[src/rtl/core_seq_pkg.sv]
// core_seq_pkg: shared types and decode constants for core_sequencer.
//   seq_state_e  : sequencer FSM states
//   flow_e       : classification of a fetched word
//   decode_flow(): maps a 16-bit instruction word to flow_e
package core_seq_pkg;

   typedef enum logic [2:0] {
      ST_IDLE,
      ST_FETCH,
      ST_DECODE,
      ST_ISSUE,
      ST_HALT
   } seq_state_e;

   typedef enum logic [2:0] {
      FL_NONE,
      FL_BRZ,
      FL_BRN,
      FL_CALL,
      FL_RET,
      FL_JMPR,
      FL_HALT
   } flow_e;

   localparam logic [1:0]  GRP_FLOW  = 2'b10;
   localparam logic [2:0]  OP3_BRZ   = 3'b110;
   localparam logic [2:0]  OP3_BRN   = 3'b111;
   localparam logic [4:0]  OP5_JMPR  = 5'b01101;
   localparam logic [4:0]  OP5_CALL  = 5'b01110;
   localparam logic [4:0]  OP5_RET   = 5'b01111;
   localparam logic [15:0] HALT_WORD = 16'hFFFF;

   // Branch op3 codes (11x) cannot collide with the 011xx op5 prefix of
   // CALL/RET/JMPR, so the checks can be tried in any order.
   function automatic flow_e decode_flow(input logic [15:0] w);
      decode_flow = FL_NONE;
      if (w == HALT_WORD) begin
         decode_flow = FL_HALT;
      end else if (w[15:14] == GRP_FLOW) begin
         if (w[13:11] == OP3_BRZ)      decode_flow = FL_BRZ;
         else if (w[13:11] == OP3_BRN) decode_flow = FL_BRN;
         else if (w[13:9] == OP5_CALL) decode_flow = FL_CALL;
         else if (w[13:9] == OP5_RET)  decode_flow = FL_RET;
         else if (w[13:9] == OP5_JMPR) decode_flow = FL_JMPR;
      end
   endfunction

endpackage

[src/rtl/seq_ret_stack.sv]
// seq_ret_stack: return-address LIFO for core_sequencer.
//   clock_50     in  : clock
//   reset_n      in  : synchronous active-low reset (empties the stack)
//   push_i       in  : push push_data_i (ignored when full)
//   pop_i        in  : pop top entry (ignored when empty)
//   push_data_i  in  : return address to push
//   pop_data_o   out : current top-of-stack entry
//   full_o       out : STACK_DEPTH entries held
//   empty_o      out : no entries held
module seq_ret_stack #(
   parameter int STACK_DEPTH = 8,
   parameter int PC_W        = 8
) (
   input  logic            clock_50,
   input  logic            reset_n,
   input  logic            push_i,
   input  logic            pop_i,
   input  logic [PC_W-1:0] push_data_i,
   output logic [PC_W-1:0] pop_data_o,
   output logic            full_o,
   output logic            empty_o
);

   localparam int SP_W  = $clog2(STACK_DEPTH) + 1;
   localparam int IDX_W = SP_W - 1;

   logic [PC_W-1:0]  mem_q [STACK_DEPTH];
   logic [SP_W-1:0]  sp_q;
   logic [IDX_W-1:0] top_idx;

   assign full_o     = (sp_q == SP_W'(STACK_DEPTH));
   assign empty_o    = (sp_q == '0);
   assign top_idx    = sp_q[IDX_W-1:0] - IDX_W'(1);
   assign pop_data_o = mem_q[top_idx];

   always_ff @(posedge clock_50) begin
      if (!reset_n) begin
         sp_q <= '0;
      end else if (push_i && !full_o) begin
         sp_q <= sp_q + SP_W'(1);
      end else if (pop_i && !empty_o) begin
         sp_q <= sp_q - SP_W'(1);
      end
   end

   // Entry storage needs no reset: only slots below sp_q are ever read.
   always_ff @(posedge clock_50) begin
      if (reset_n && push_i && !full_o) begin
         mem_q[sp_q[IDX_W-1:0]] <= push_data_i;
      end
   end

endmodule

[src/rtl/core_sequencer.sv]
// core_sequencer: fetches instruction words over a req/ack handshake, runs
// flow control (BRZ, BRN, CALL, RET, JMPR, HALT) locally and hands every
// other word to the core through IR / ir_valid.
//   clock_50, reset_n (sync, active-low), run
//   step        in  : single-step pulse, only with SEQ_SINGLE_STEP_EN defined
//   imem_req/imem_addr out, imem_rdata/imem_ack in : instruction fetch
//   IR, ir_valid out : issued instruction and its one-cycle strobe
//   Z, N in          : core flags, sampled the cycle after an issue
//   rd_sel out, rd_data in : core register read for CALL/JMPR targets
//   pc, halted, stack_err out
//
// state  | meaning
// IDLE   | stopped at an instruction boundary, waiting for run (or step)
// FETCH  | imem_req high at imem_addr=pc until imem_ack
// DECODE | flow word applied here; core word moves on to ISSUE
// ISSUE  | ir_valid high for one cycle, pc advances
// HALT   | HALT word or stack fault, left only by reset
module core_sequencer
   import core_seq_pkg::*;
#(
   parameter int PC_W        = 8,
   parameter int STACK_DEPTH = 8
) (
   input  logic            clock_50,
   input  logic            reset_n,
   input  logic            run,
`ifdef SEQ_SINGLE_STEP_EN
   input  logic            step,
`endif
   output logic            imem_req,
   output logic [PC_W-1:0] imem_addr,
   input  logic [15:0]     imem_rdata,
   input  logic            imem_ack,
   output logic [15:0]     IR,
   output logic            ir_valid,
   input  logic            Z,
   input  logic            N,
   output logic [2:0]      rd_sel,
   input  logic [15:0]     rd_data,
   output logic [PC_W-1:0] pc,
   output logic            halted,
   output logic            stack_err
);

   seq_state_e      state_q;
   logic [PC_W-1:0] pc_q;
   logic [15:0]     ir_q;
   logic            req_q, ir_valid_q, halted_q, stack_err_q;
   logic [2:0]      rd_sel_q;
   logic            z_q, n_q, flag_pend_q;

   flow_e           flow;
   logic [PC_W-1:0] pc_inc, br_target, flow_pc_d, pop_data;
   logic            stk_full, stk_empty, stk_fault, push, pop;
   logic            start, cont;
   logic            unused_rd;

   assign unused_rd = ^rd_data;

`ifdef SEQ_SINGLE_STEP_EN
   // step_q marks an instruction started by a step pulse so that it
   // returns to IDLE afterwards regardless of run.
   logic step_q;

   always_ff @(posedge clock_50) begin
      if (!reset_n)                 step_q <= 1'b0;
      else if (state_q == ST_IDLE)  step_q <= ~run & step;
   end

   assign start = run | step;
   assign cont  = run & ~step_q;
`else
   assign start = run;
   assign cont  = run;
`endif

   assign flow      = decode_flow(ir_q);
   assign pc_inc    = pc_q + PC_W'(1);
   assign br_target = pc_inc + PC_W'($signed(ir_q[7:0]));
   assign push      = (state_q == ST_DECODE) && (flow == FL_CALL);
   assign pop       = (state_q == ST_DECODE) && (flow == FL_RET);
   assign stk_fault = (push && stk_full) || (pop && stk_empty);

   always_comb begin
      flow_pc_d = pc_inc;
      case (flow)
         FL_BRZ:           if (z_q) flow_pc_d = br_target;
         FL_BRN:           if (n_q) flow_pc_d = br_target;
         FL_CALL, FL_JMPR: flow_pc_d = rd_data[PC_W-1:0];
         FL_RET:           flow_pc_d = pop_data;
         default:          ;
      endcase
   end

   seq_ret_stack #(
      .STACK_DEPTH (STACK_DEPTH),
      .PC_W        (PC_W)
   ) u_stack (
      .clock_50    (clock_50),
      .reset_n     (reset_n),
      .push_i      (push),
      .pop_i       (pop),
      .push_data_i (pc_inc),
      .pop_data_o  (pop_data),
      .full_o      (stk_full),
      .empty_o     (stk_empty)
   );

   always_ff @(posedge clock_50) begin
      if (!reset_n) begin
         state_q     <= ST_IDLE;
         pc_q        <= '0;
         ir_q        <= '0;
         req_q       <= 1'b0;
         ir_valid_q  <= 1'b0;
         rd_sel_q    <= '0;
         halted_q    <= 1'b0;
         stack_err_q <= 1'b0;
         z_q         <= 1'b0;
         n_q         <= 1'b0;
         flag_pend_q <= 1'b0;
      end else begin
         ir_valid_q  <= 1'b0;
         flag_pend_q <= 1'b0;
         // Core flags reflect an issued word one cycle after its ISSUE.
         if (flag_pend_q) begin
            z_q <= Z;
            n_q <= N;
         end
         case (state_q)
            ST_IDLE: begin
               if (start) begin
                  state_q <= ST_FETCH;
                  req_q   <= 1'b1;
               end
            end
            ST_FETCH: begin
               if (imem_ack) begin
                  ir_q     <= imem_rdata;
                  rd_sel_q <= imem_rdata[5:3];
                  req_q    <= 1'b0;
                  state_q  <= ST_DECODE;
               end
            end
            ST_DECODE: begin
               if (flow == FL_NONE) begin
                  ir_valid_q <= 1'b1;
                  state_q    <= ST_ISSUE;
               end else if (flow == FL_HALT || stk_fault) begin
                  halted_q <= 1'b1;
                  if (stk_fault) stack_err_q <= 1'b1;
                  state_q  <= ST_HALT;
               end else begin
                  pc_q    <= flow_pc_d;
                  req_q   <= cont;
                  state_q <= cont ? ST_FETCH : ST_IDLE;
               end
            end
            ST_ISSUE: begin
               pc_q        <= pc_inc;
               flag_pend_q <= 1'b1;
               req_q       <= cont;
               state_q     <= cont ? ST_FETCH : ST_IDLE;
            end
            ST_HALT: ;
            default: state_q <= ST_IDLE;
         endcase
      end
   end

   assign imem_req  = req_q;
   assign imem_addr = pc_q;
   assign IR        = ir_q;
   assign ir_valid  = ir_valid_q;
   assign rd_sel    = rd_sel_q;
   assign pc        = pc_q;
   assign halted    = halted_q;
   assign stack_err = stack_err_q;

endmodule

[config.mk]
export PLATFORM = sky130hd
export DESIGN_NAME = core_sequencer
export DESIGN_NICKNAME = d
export VERILOG_FILES = /design/src/rtl/core_seq_pkg.sv /design/src/rtl/seq_ret_stack.sv /design/src/rtl/core_sequencer.sv
export SDC_FILE = /design/constraint.sdc
export NUM_CORES = 1
export LEC_CHECK = 0
export BUFFER_PORTS_ARGS = -buffer_cell sky130_fd_sc_hd__buf_2
export CAP_MARGIN = 0
export CORE_MARGIN = 2
export CORE_UTILIZATION = 45
export CTS_CLUSTER_DIAMETER = 150
export DETAILED_ROUTE_END_ITERATION = 10
export HOLD_SLACK_MARGIN = 0.02
export PLACE_DENSITY_LB_ADDON = 0.1
export SLEW_MARGIN = 20
export SYNTH_ARGS = -nofsm -noshare
export SYNTH_HDL_FRONTEND = slang
export SYNTH_SLANG_ARGS = --single-unit
[constraint.sdc]
create_clock -name clock_50 -period 4.05 [get_ports clock_50]
set_input_delay 0.81 -clock clock_50 [delete_from_list [all_inputs] [get_ports clock_50]]
set_output_delay 0.81 -clock clock_50 [all_outputs]
set_load 0.02 [all_outputs]
==> flow_summary_export.csv, run 1 <==
group,metric,value,unit
power,leakagePower,2.23,nW
yosys,synth_top_cell_by_area,"edfxtp_1",
placement,globalplace.congestion,0.861,
routing,drc_errors,0,
power,powerDensity,367,mW/mm^2
critical_path,worstPathRequired,4.34,ns
die,die_h,111,um
critical_path,critPathMaxFanout,9,
global_route,grt.total_usage,0.205,
timing,drv_slew,0,
die,coreArea,0.0110,sq mm
die,initial_utilization,0.465,
critical_path,crit_family,"compound AO/OA/AOI/OAI gates",
timing,setup_viol,0,
timing,finalHoldViolCount,0,
finish,final_nets,552,
yosys,synth-edff-count,64,
finish,fillers,956,
timing,worst_slack,0.919,ns
yosys,ys_seq_area_frac,0.525,
routing,num_vias,3646,
clock_network,ctsResizeCount,0,
power,sequentialPowerShare,0.537,
timing,fin_crit,3.13,ns
power,clkPwrFrac,0.389,
die,io_pins,77,
power,max-vdd-ir-drop,0.197,mV
power,intPower,1.60,mW
clock_network,cts_root_buf,"clkbuf_16",
yosys,synth_top_area_frac,0.376,
worst_hold_path,min_delay_path_depth,2,
critical_path,start_kind,"register",
run_status,status,"finished, final reports clean",
timing,fin_skew,0.00707,ns
die,dieWidth,111,um
power,p_sw,0.525,mW
placement,place_ws,1.01,ns
global_route,grt_pass1_wl,19500,um
critical_path,endpoint_kind,"register",
placement,dpl.cell_count,630,
critical_path,crit_cells,10,
timing,whs,0.452,ns
critical_path,slowest_delay,0.67,ns
clock_network,cts_hold_buf,0,
clock_network,htreeDepth,3,
timing,max_freq,319,MHz
clock_network,cts.path.max_buffers,2,
routing,firstDrtPassIters,4,
critical_path,crit_chain,"ha_1, xor2_1, buf_4, ha_1, o21ai_0, o21ai_0, a21oi_1, or4b_2, a211oi_2, a211o_1",
placement,portBuffers,68,
yosys,avgSynthCellArea,11.5,sq um
finish,layout_common_cells,"68 x buf_2, 64 x edfxtp_1, 52 x nand2_1",
die,dieArea,0.0122,sq mm
critical_path,path_buf_inv,1,
finish,instances_no_fill,646,
routing,first_iter_violations,240,
clock_network,cts.sinks,102,
finish,drive_gt1_frac,0.251,
global_route,grt_max_degree,33,
timing,fin_setup_tns,0,ns
routing,ant_nets,0,
finish,n_antenna_cell,0,
power,p_comb_frac,0.074,
clock_network,cts_buffers,9,
critical_path,arrival,3.42,ns
yosys,synthDistinctLibCells,66,
yosys,synth-async-reset-ratio,0,
finish,final_common_cell,"buf_2",
clock_network,cts_tree,"done",
routing,drt-vias-per-instance,5.64,
critical_path,worst_path_max_delay_cell,"or4b_2",
finish,area_delta_synth_final,13.3,%
power,swShare,0.247,
timing,worstMarginPinSlew,0.985,ns
global_route,antenna_found_initial,0,
die,num_rows,38,
routing,avgRoutedWirePerCell,18.7,um
clock_network,postCtsSetupBuffers,0,
yosys,syn_inst,444,
clock_network,clock_latency,0.34,ns
placement,place_area,0.00551,sq mm
yosys,synth_warnings,0,
placement,post-dp-hpwl,8650,um
finish,final_cell_area,0.00579,sq mm
yosys,synth_ff_type,"edfxtp_1",
job,maxCapViolCount,0,
critical_path,criticalPathCategory,"register to register",
timing,maxSlewHeadroom,0.339,
timing,rsz0062_at_grt,"no",
worst_hold_path,hp-class,"register to register",
yosys,ys_top_cells_by_area,"edfxtp_1 38%, dfxtp_1 15%, mux4_2 7.1%, nand2_1 3.8%, a21oi_1 3.4%",
global_route,grt_overflow,0,
global_route,grt_pass1_vias,3618,
yosys,syn-num-nets,495,
timing,period_share,0.773,
yosys,synth-seq-cells,102,
routing,drt_wl_total,12100,um
yosys,netlist_area,0.00511,sq mm
clock_network,clkTransAtPathRegs,0.07,ns
critical_path,rr_worst_depth,10,
==> power by group through the flow <==
stage / registers, mW / clock network [mW] / logic [mW]
floorplan: 1.17 / 0 / 0.104
global placement: 1.16 / 0 / 0.155
detailed placement: 1.16 / 0 / 0.158
CTS: 1.14 / 0.847 / 0.158
global route: 1.14 / 0.888 / 0.174
finish: 1.14 / 0.825 / 0.157
==> worst register-to-register path: stages, from the launching register on <==
cell	delay, ns
dfxtp_1	0.52
ha_1	0.33
xor2_1	0.10
buf_4	0.18
ha_1	0.34
o21ai_0	0.11
o21ai_0	0.36
a21oi_1	0.12
or4b_2	0.67
a211oi_2	0.23
a211o_1	0.11
==> per-stage QoR <==
step	power (mW)	util
final	2.12	0.527
after global routing	2.21	0.527
after CTS	2.15	0.527
after detailed placement	1.32	0.502
after global placement	1.32	0.502
after floorplan	1.27	-
==> kinds of logic after synthesis <==
logic type,Yosys count,share of synthesized area
simple gates,138,0.136
flops,102,0.525
compound gates,98,0.124
buf+inv,46,0.0487
mux,31,0.100
xor+xnor,16,0.0316
fa+ha+maj,13,0.0348
==> sequential cells by signal, summed over array words and instances, names as in the netlist <==
name,cells
IR,16
flag_pend_q,1
halted,1
imem_addr,8
imem_req,1
ir_valid,1
n_q,1
stack_err,1
state_q,3
u_stack.mem_q,64
u_stack.sp_q,4
z_q,1
==> cell type report <==
type / count / area, sq um / share of cell area
clock inverter: 7 / 56.3 / 0.00972
timing repair buffer: 79 / 423 / 0.0730
multi-input combinational: 296 / 2180 / 0.376
sequential: 102 / 2680 / 0.463
inverter: 13 / 48.8 / 0.00843
tap: 140 / 175 / 0.0303
clock buffer: 9 / 225 / 0.0389
==> metal layers <==
| metal | track usage | up-vias | share of wire |
|---|---|---|---|
| li1 | - | 1762 | - |
| met3 | 0.0313 | 10 | 0.049 |
| met5 | 0 | - | 0 |
| met2 | 0.320 | 90 | 0.47 |
| met1 | 0.300 | 1784 | 0.47 |
| met4 | 0.0575 | 0 | 0.011 |
==> synthesized netlist by cell type, drive strengths merged (3+ instances only) <==
| cell | number |
|---|---|
| ha | 11 |
| nor3 | 7 |
| a21oi | 35 |
| o22ai | 5 |
| nor4 | 3 |
| dfxtp | 38 |
| mux2i | 14 |
| nand3b | 4 |
| edfxtp | 64 |
| a21o | 5 |
| inv | 13 |
| o21ai | 14 |
| or2 | 4 |
| o21a | 3 |
| a31oi | 9 |
| nand2 | 52 |
| or3 | 3 |
| nand3 | 10 |
| xor2 | 6 |
| xnor2 | 9 |
| clkbuf | 12 |
| nand4 | 5 |
| nor2 | 31 |
| and2 | 4 |
| mux4 | 16 |
| buf | 21 |
| a211oi | 7 |
==> final timing paths <==
path / endpoint / startpoint / slack, ns
worst max-delay path: imem_addr[5] / imem_addr[0] / 0.92
worst min-delay path: halted / halted / 0.45
worst max register to register: imem_addr[5] / imem_addr[0] / 0.92
worst min register to register: halted / halted / 0.45
(Power assumes the default switching activity.)
==> inputs of run 2 (changes only) <==
Clock period 4.05 ns to 2.9 ns, I/O delays scaled along.
==> flow_summary_export.csv, run 2 (same netlist as run 1, synthesis figures left out) <==
group,metric,value,unit
run_status,status,"finished, final reports clean",
global_route,antenna_found_initial,0,
clock_network,postCtsSetupBuffers,0,
clock_network,cts_tree,"done",
critical_path,start_kind,"register",
timing,fin_crit,2.72,ns
finish,n_antenna_cell,0,
clock_network,clkTransAtPathRegs,0.07,ns
critical_path,criticalPathCategory,"register to register",
die,dieWidth,111,um
power,p_comb_frac,0.080,
timing,rsz0062_at_grt,"no",
timing,fin_setup_tns,0,ns
timing,max_freq,367,MHz
power,swShare,0.233,
timing,maxSlewHeadroom,0.556,
critical_path,reg2reg_from,"imem_addr[0]",
power,finalPower,3.15,mW
worst_hold_path,min-delay-start,"halted",
timing,period_share,0.939,
placement,globalplace.congestion,0.884,
die,num_rows,38,
finish,final_common_cell,"buf_2",
routing,avgRoutedWirePerCell,18.2,um
timing,fin_skew,0.00804,ns
power,clkPwrFrac,0.419,
die,dieArea,0.0122,sq mm
finish,largest_register_ffs,64,
global_route,grt_pass1_vias,3703,
finish,instances_no_fill,670,
global_route,grt.total_usage,0.208,
timing,setup_viol,0,
global_route,grt_max_degree,21,
worst_hold_path,hp-class,"register to register",
die,initial_utilization,0.465,
clock_network,cts_buffers,9,
finish,final_nets,576,
critical_path,r2r_setup_slack,0.18,ns
clock_network,clock_latency,0.35,ns
placement,post-dp-hpwl,8770,um
power,powerDensity,521,mW/mm^2
power,leakagePower,2.39,nW
die,io_pins,77,
finish,layout_common_cells,"68 x buf_2, 64 x edfxtp_1, 52 x nand2_1",
routing,ant_nets,0,
critical_path,critPathMaxFanout,5,
timing,finalHoldViolCount,0,
clock_network,htreeDepth,3,
critical_path,worstPathRequired,3.20,ns
power,p_sw,0.733,mW
timing,whs,0.446,ns
finish,area_delta_synth_final,18.5,%
critical_path,endpoint_kind,"register",
routing,firstDrtPassIters,5,
placement,dpl.cell_count,654,
finish,drive_gt1_frac,0.298,
die,die_h,111,um
clock_network,cts.sinks,102,
power,max-vdd-ir-drop,0.352,mV
finish,fillers,954,
placement,portBuffers,68,
power,sequentialPowerShare,0.501,
critical_path,worstSetupStartpoint,"imem_addr[0]",
routing,drt-vias-per-instance,5.64,
clock_network,cts_root_buf,"clkbuf_16",
timing,drv_slew,0,
power,intPower,2.42,mW
global_route,grt_overflow,0,
clock_network,cts_hold_buf,0,
timing,worstMarginPinSlew,0.661,ns
job,maxCapViolCount,0,
routing,num_vias,3777,
routing,drt_wl_total,12200,um
die,coreArea,0.0110,sq mm
global_route,grt_pass1_wl,19800,um
routing,drc_errors,0,
critical_path,arrival,3.03,ns
clock_network,cts.path.max_buffers,2,
routing,first_iter_violations,239,
==> run 2: critical path, cell delays in order (launching register included) <==
cell and delay (ns):
dfxtp_2 0.37, ha_2 0.25, nand3_1 0.17, xnor2_2 0.22
ha_1 0.29, or2_2 0.33, nand3_1 0.09, or4b_2 0.62
a211oi_2 0.24, a211o_1 0.11
==> run 2: metrics by stage <==
step / util / area, sq um / setup WS, ns
after detailed placement: 0.519 / 5700 / 0.0922
after CTS: 0.548 / 6020 / 0.0561
after floorplan: - / 5120 / 0.00189
after global routing: 0.551 / 6050 / 0.0279
final: 0.551 / 6050 / 0.176
after global placement: 0.519 / 5700 / 0.135
==> run 2: final timing paths <==
check,cells after the start,to
min reg2reg,2,halted
max,9,imem_addr[5]
min,2,halted
max reg2reg,9,imem_addr[5]
==> run 2: cell type report <==
cell class	instances	area, sq um	share of cell area
flip-flops and latches	102	2690	0.444
multi-input cells	296	2220	0.367
repair buffers	103	603	0.0996
clock buffers	10	229	0.0378
well taps	140	175	0.0289
clock inverters	6	92.6	0.0153
inverters	13	48.8	0.00806
==> run 2: what timing repair did <==
item                                    in CTS  in global routing
endpoints found under the setup margin       0                  3
endpoints found under the hold margin        0                  0
resized for setup                            0                  9
==> run 2: per-layer routing <==
| layer | track usage | share of wire |
|---|---|---|
| met5 | 0 | 0 |
| met4 | 0.0833 | 0.024 |
| met3 | 0.0373 | 0.042 |
| met2 | 0.314 | 0.46 |
| met1 | 0.299 | 0.48 |
==> run 2: power groups by stage <==
stage	Sequential [mW]	Combinational, mW	Clock (mW)
6_report	1.58	0.251	1.32
5_1_grt	1.58	0.279	1.41
4_1_cts	1.58	0.251	1.35
3_5_place_dp	1.61	0.250	0
3_3_place_gp	1.61	0.246	0
2_1_floorplan	1.63	0.146	0
==> inputs of run 3 (changes only) <==
Settings changed: ABC_AREA set to 1, CTS_BUF_LIST set to sky130_fd_sc_hd__clkbuf_8.
==> flow_summary_export.csv, run 3 <==
group,metric,value,unit
run_status,status,"finished, final reports clean",
finish,multi_input_area,0.00223,sq mm
clock_network,cts.path.max_buffers,2,
placement,place_area,0.00578,sq mm
global_route,grt_max_degree,36,
clock_network,cts.sinks,102,
routing,num_vias,4396,
timing,worstMarginPinSlew,0.658,ns
timing,drv_slew,0,
power,leakagePower,2.65,nW
routing,avgRoutedWirePerCell,15.9,um
die,dieWidth,112,um
clock_network,cts_buffers,9,
finish,fillers,1095,
clock_network,cts_tree,"done",
timing,rsz0062_at_grt,"no",
die,coreArea,0.0115,sq mm
yosys,ys_seq_area_frac,0.507,
yosys,syn-num-nets,674,
timing,worst_slack,0.283,ns
worst_hold_path,hp-class,"primary input to register",
finish,area_delta_synth_final,13.8,%
yosys,synthMostInstantiatedCell,"nand2_1",
critical_path,arrival,2.93,ns
power,intPower,2.25,mW
placement,post-dp-hpwl,9480,um
finish,drive_gt1_frac,0.211,
power,sequentialPowerShare,0.528,
yosys,synthTopCellsByCount,"135 x nand2_1, 75 x nor2_1, 64 x edfxtp_1",
power,powerDensity,523,mW/mm^2
timing,fin_crit,2.62,ns
finish,final_nets,744,
critical_path,critPathMaxFanout,5,
timing,fin_setup_tns,0,ns
placement,place_ws,0.173,ns
timing,finalHoldViolCount,0,
routing,firstDrtPassIters,4,
finish,largest_register_ffs,64,
finish,fin_util,0.525,
critical_path,criticalPathCategory,"register to register",
clock_network,clkTransAtPathRegs,0.11,ns
yosys,avgSynthCellArea,8.49,sq um
finish,seqCellArea,0.00269,sq mm
timing,setup_viol,0,
finish,instances_no_fill,841,
die,dieArea,0.0126,sq mm
timing,max_freq,382,MHz
yosys,syn_inst,623,
global_route,grt_overflow,0,
critical_path,start_kind,"register",
yosys,synth-edff-count,64,
finish,final_cell_area,0.00602,sq mm
power,p_sw,0.901,mW
placement,globalplace.congestion,0.945,
yosys,synth_warnings,0,
die,io_pins,77,
timing,fin_skew,0.0114,ns
die,initial_utilization,0.461,
routing,drc_errors,0,
yosys,ys_top_cells_by_area,"edfxtp_1 36%, dfxtp_1 14%, nand2_1 9.6%, nor2_1 5.3%, a21oi_1 4.6%",
critical_path,endpoint_kind,"register",
power,finalPower,3.15,mW
power,swShare,0.286,
die,num_rows,39,
timing,period_share,0.902,
global_route,grt.total_usage,0.216,
power,max-vdd-ir-drop,0.386,mV
yosys,synth_top_area_frac,0.363,
finish,n_antenna_cell,0,
clock_network,clock_latency,0.38,ns
power,p_comb_frac,0.147,
power,clkPwrFrac,0.326,
finish,layout_common_cells,"135 x nand2_1, 74 x nor2_1, 68 x buf_2",
timing,maxSlewHeadroom,0.560,
yosys,synth_top_cell_by_area,"edfxtp_1",
yosys,synth_ff_type,"edfxtp_1",
placement,portBuffers,68,
placement,dpl.cell_count,825,
yosys,synth-seq-cells,102,
yosys,synthDistinctLibCells,43,
yosys,netlist_area,0.00529,sq mm
timing,whs,0.445,ns
job,maxCapViolCount,0,
global_route,grt_pass1_vias,4171,
critical_path,worstPathRequired,3.22,ns
routing,first_iter_violations,292,
clock_network,postCtsSetupBuffers,0,
global_route,grt_pass1_wl,21200,um
routing,ant_nets,0,
finish,final_common_cell,"nand2_1",
clock_network,cts_root_buf,"clkbuf_8",
routing,drt-vias-per-instance,5.23,
yosys,synth-async-reset-ratio,0,
global_route,antenna_found_initial,0,
die,die_h,112,um
routing,drt_wl_total,13300,um
clock_network,htreeDepth,3,
## run 3: cell count changes in the layout (fill, tap and decap cells not counted), sizes merged, moves of 16 or more
cell,before,now
buf,103,85
inv,16,60
mux4,16,0
nand2,52,139
nand3,10,46
nor2,31,80
o21ai,14,46
## run 3: metal layers
metal | track usage | vias to the layer above | part of all wire
li1 | - | 2229 | -
met1 | 0.278 | 2060 | 0.45
met2 | 0.372 | 91 | 0.49
met5 | 0 | - | 0
met4 | 0.0862 | 0 | 0.019
met3 | 0.0281 | 16 | 0.037
## run 3: power by group through the flow
stage | clock network [mW] | logic (mW) | registers [mW]
floorplan | 0 | 0.282 | 1.73
global placement | 0 | 0.449 | 1.70
detailed placement | 0 | 0.460 | 1.70
CTS | 1.05 | 0.462 | 1.66
global route | 1.11 | 0.513 | 1.67
finish | 1.03 | 0.462 | 1.66
## run 3: cell type report
type                    count  area share
clock buffers               9      0.0206
inverters                  61      0.0387
repair buffers             85      0.0777
well taps                 143      0.0297
flip-flops and latches    102       0.446
clock inverters             7      0.0170
multi-input cells         434       0.370
## run 3: final timing paths
path	from	end	slack (ns)	cells after the start
setup / recovery	imem_addr[1]	imem_addr[7]	0.28	15
hold / removal	imem_rdata[15]	IR[15]	0.44	3
setup reg to reg	imem_addr[1]	imem_addr[7]	0.28	15
hold reg to reg	imem_req	imem_req	0.45	2
## run 3: timing repair
item,4_1_cts,5_1_grt
hold buffers,0,0
gates resized for setup,0,7
setup endpoints to repair,0,3
## run 3: kinds of logic (layout without fill, tap and decap cells)
family                   after synthesis  count (layout)  synth area share
flip-flops                           102             102             0.507
AND/OR/NAND/NOR                      302             302             0.256
AO/OA/AOI/OAI                        109             109             0.112
XOR/XNOR                               9               9            0.0163
adder cells (fa/ha/maj)               13              13            0.0336
multiplexers                           1               1           0.00189
buffers and inverters                 87             162            0.0724
## run 3: worst max-delay path: stages, from the launching register on
cell,delay [ns]
dfxtp_1,0.43
ha_1,0.23
nand3_1,0.14
nor2_2,0.14
nand2_1,0.06
nand2_1,0.09
nand2_1,0.11
ha_1,0.35
nand2_1,0.08
or2_2,0.29
nand3_1,0.11
nand3b_1,0.12
nand3_1,0.08
nand3_1,0.10
nand3_1,0.09
a21oi_1,0.15
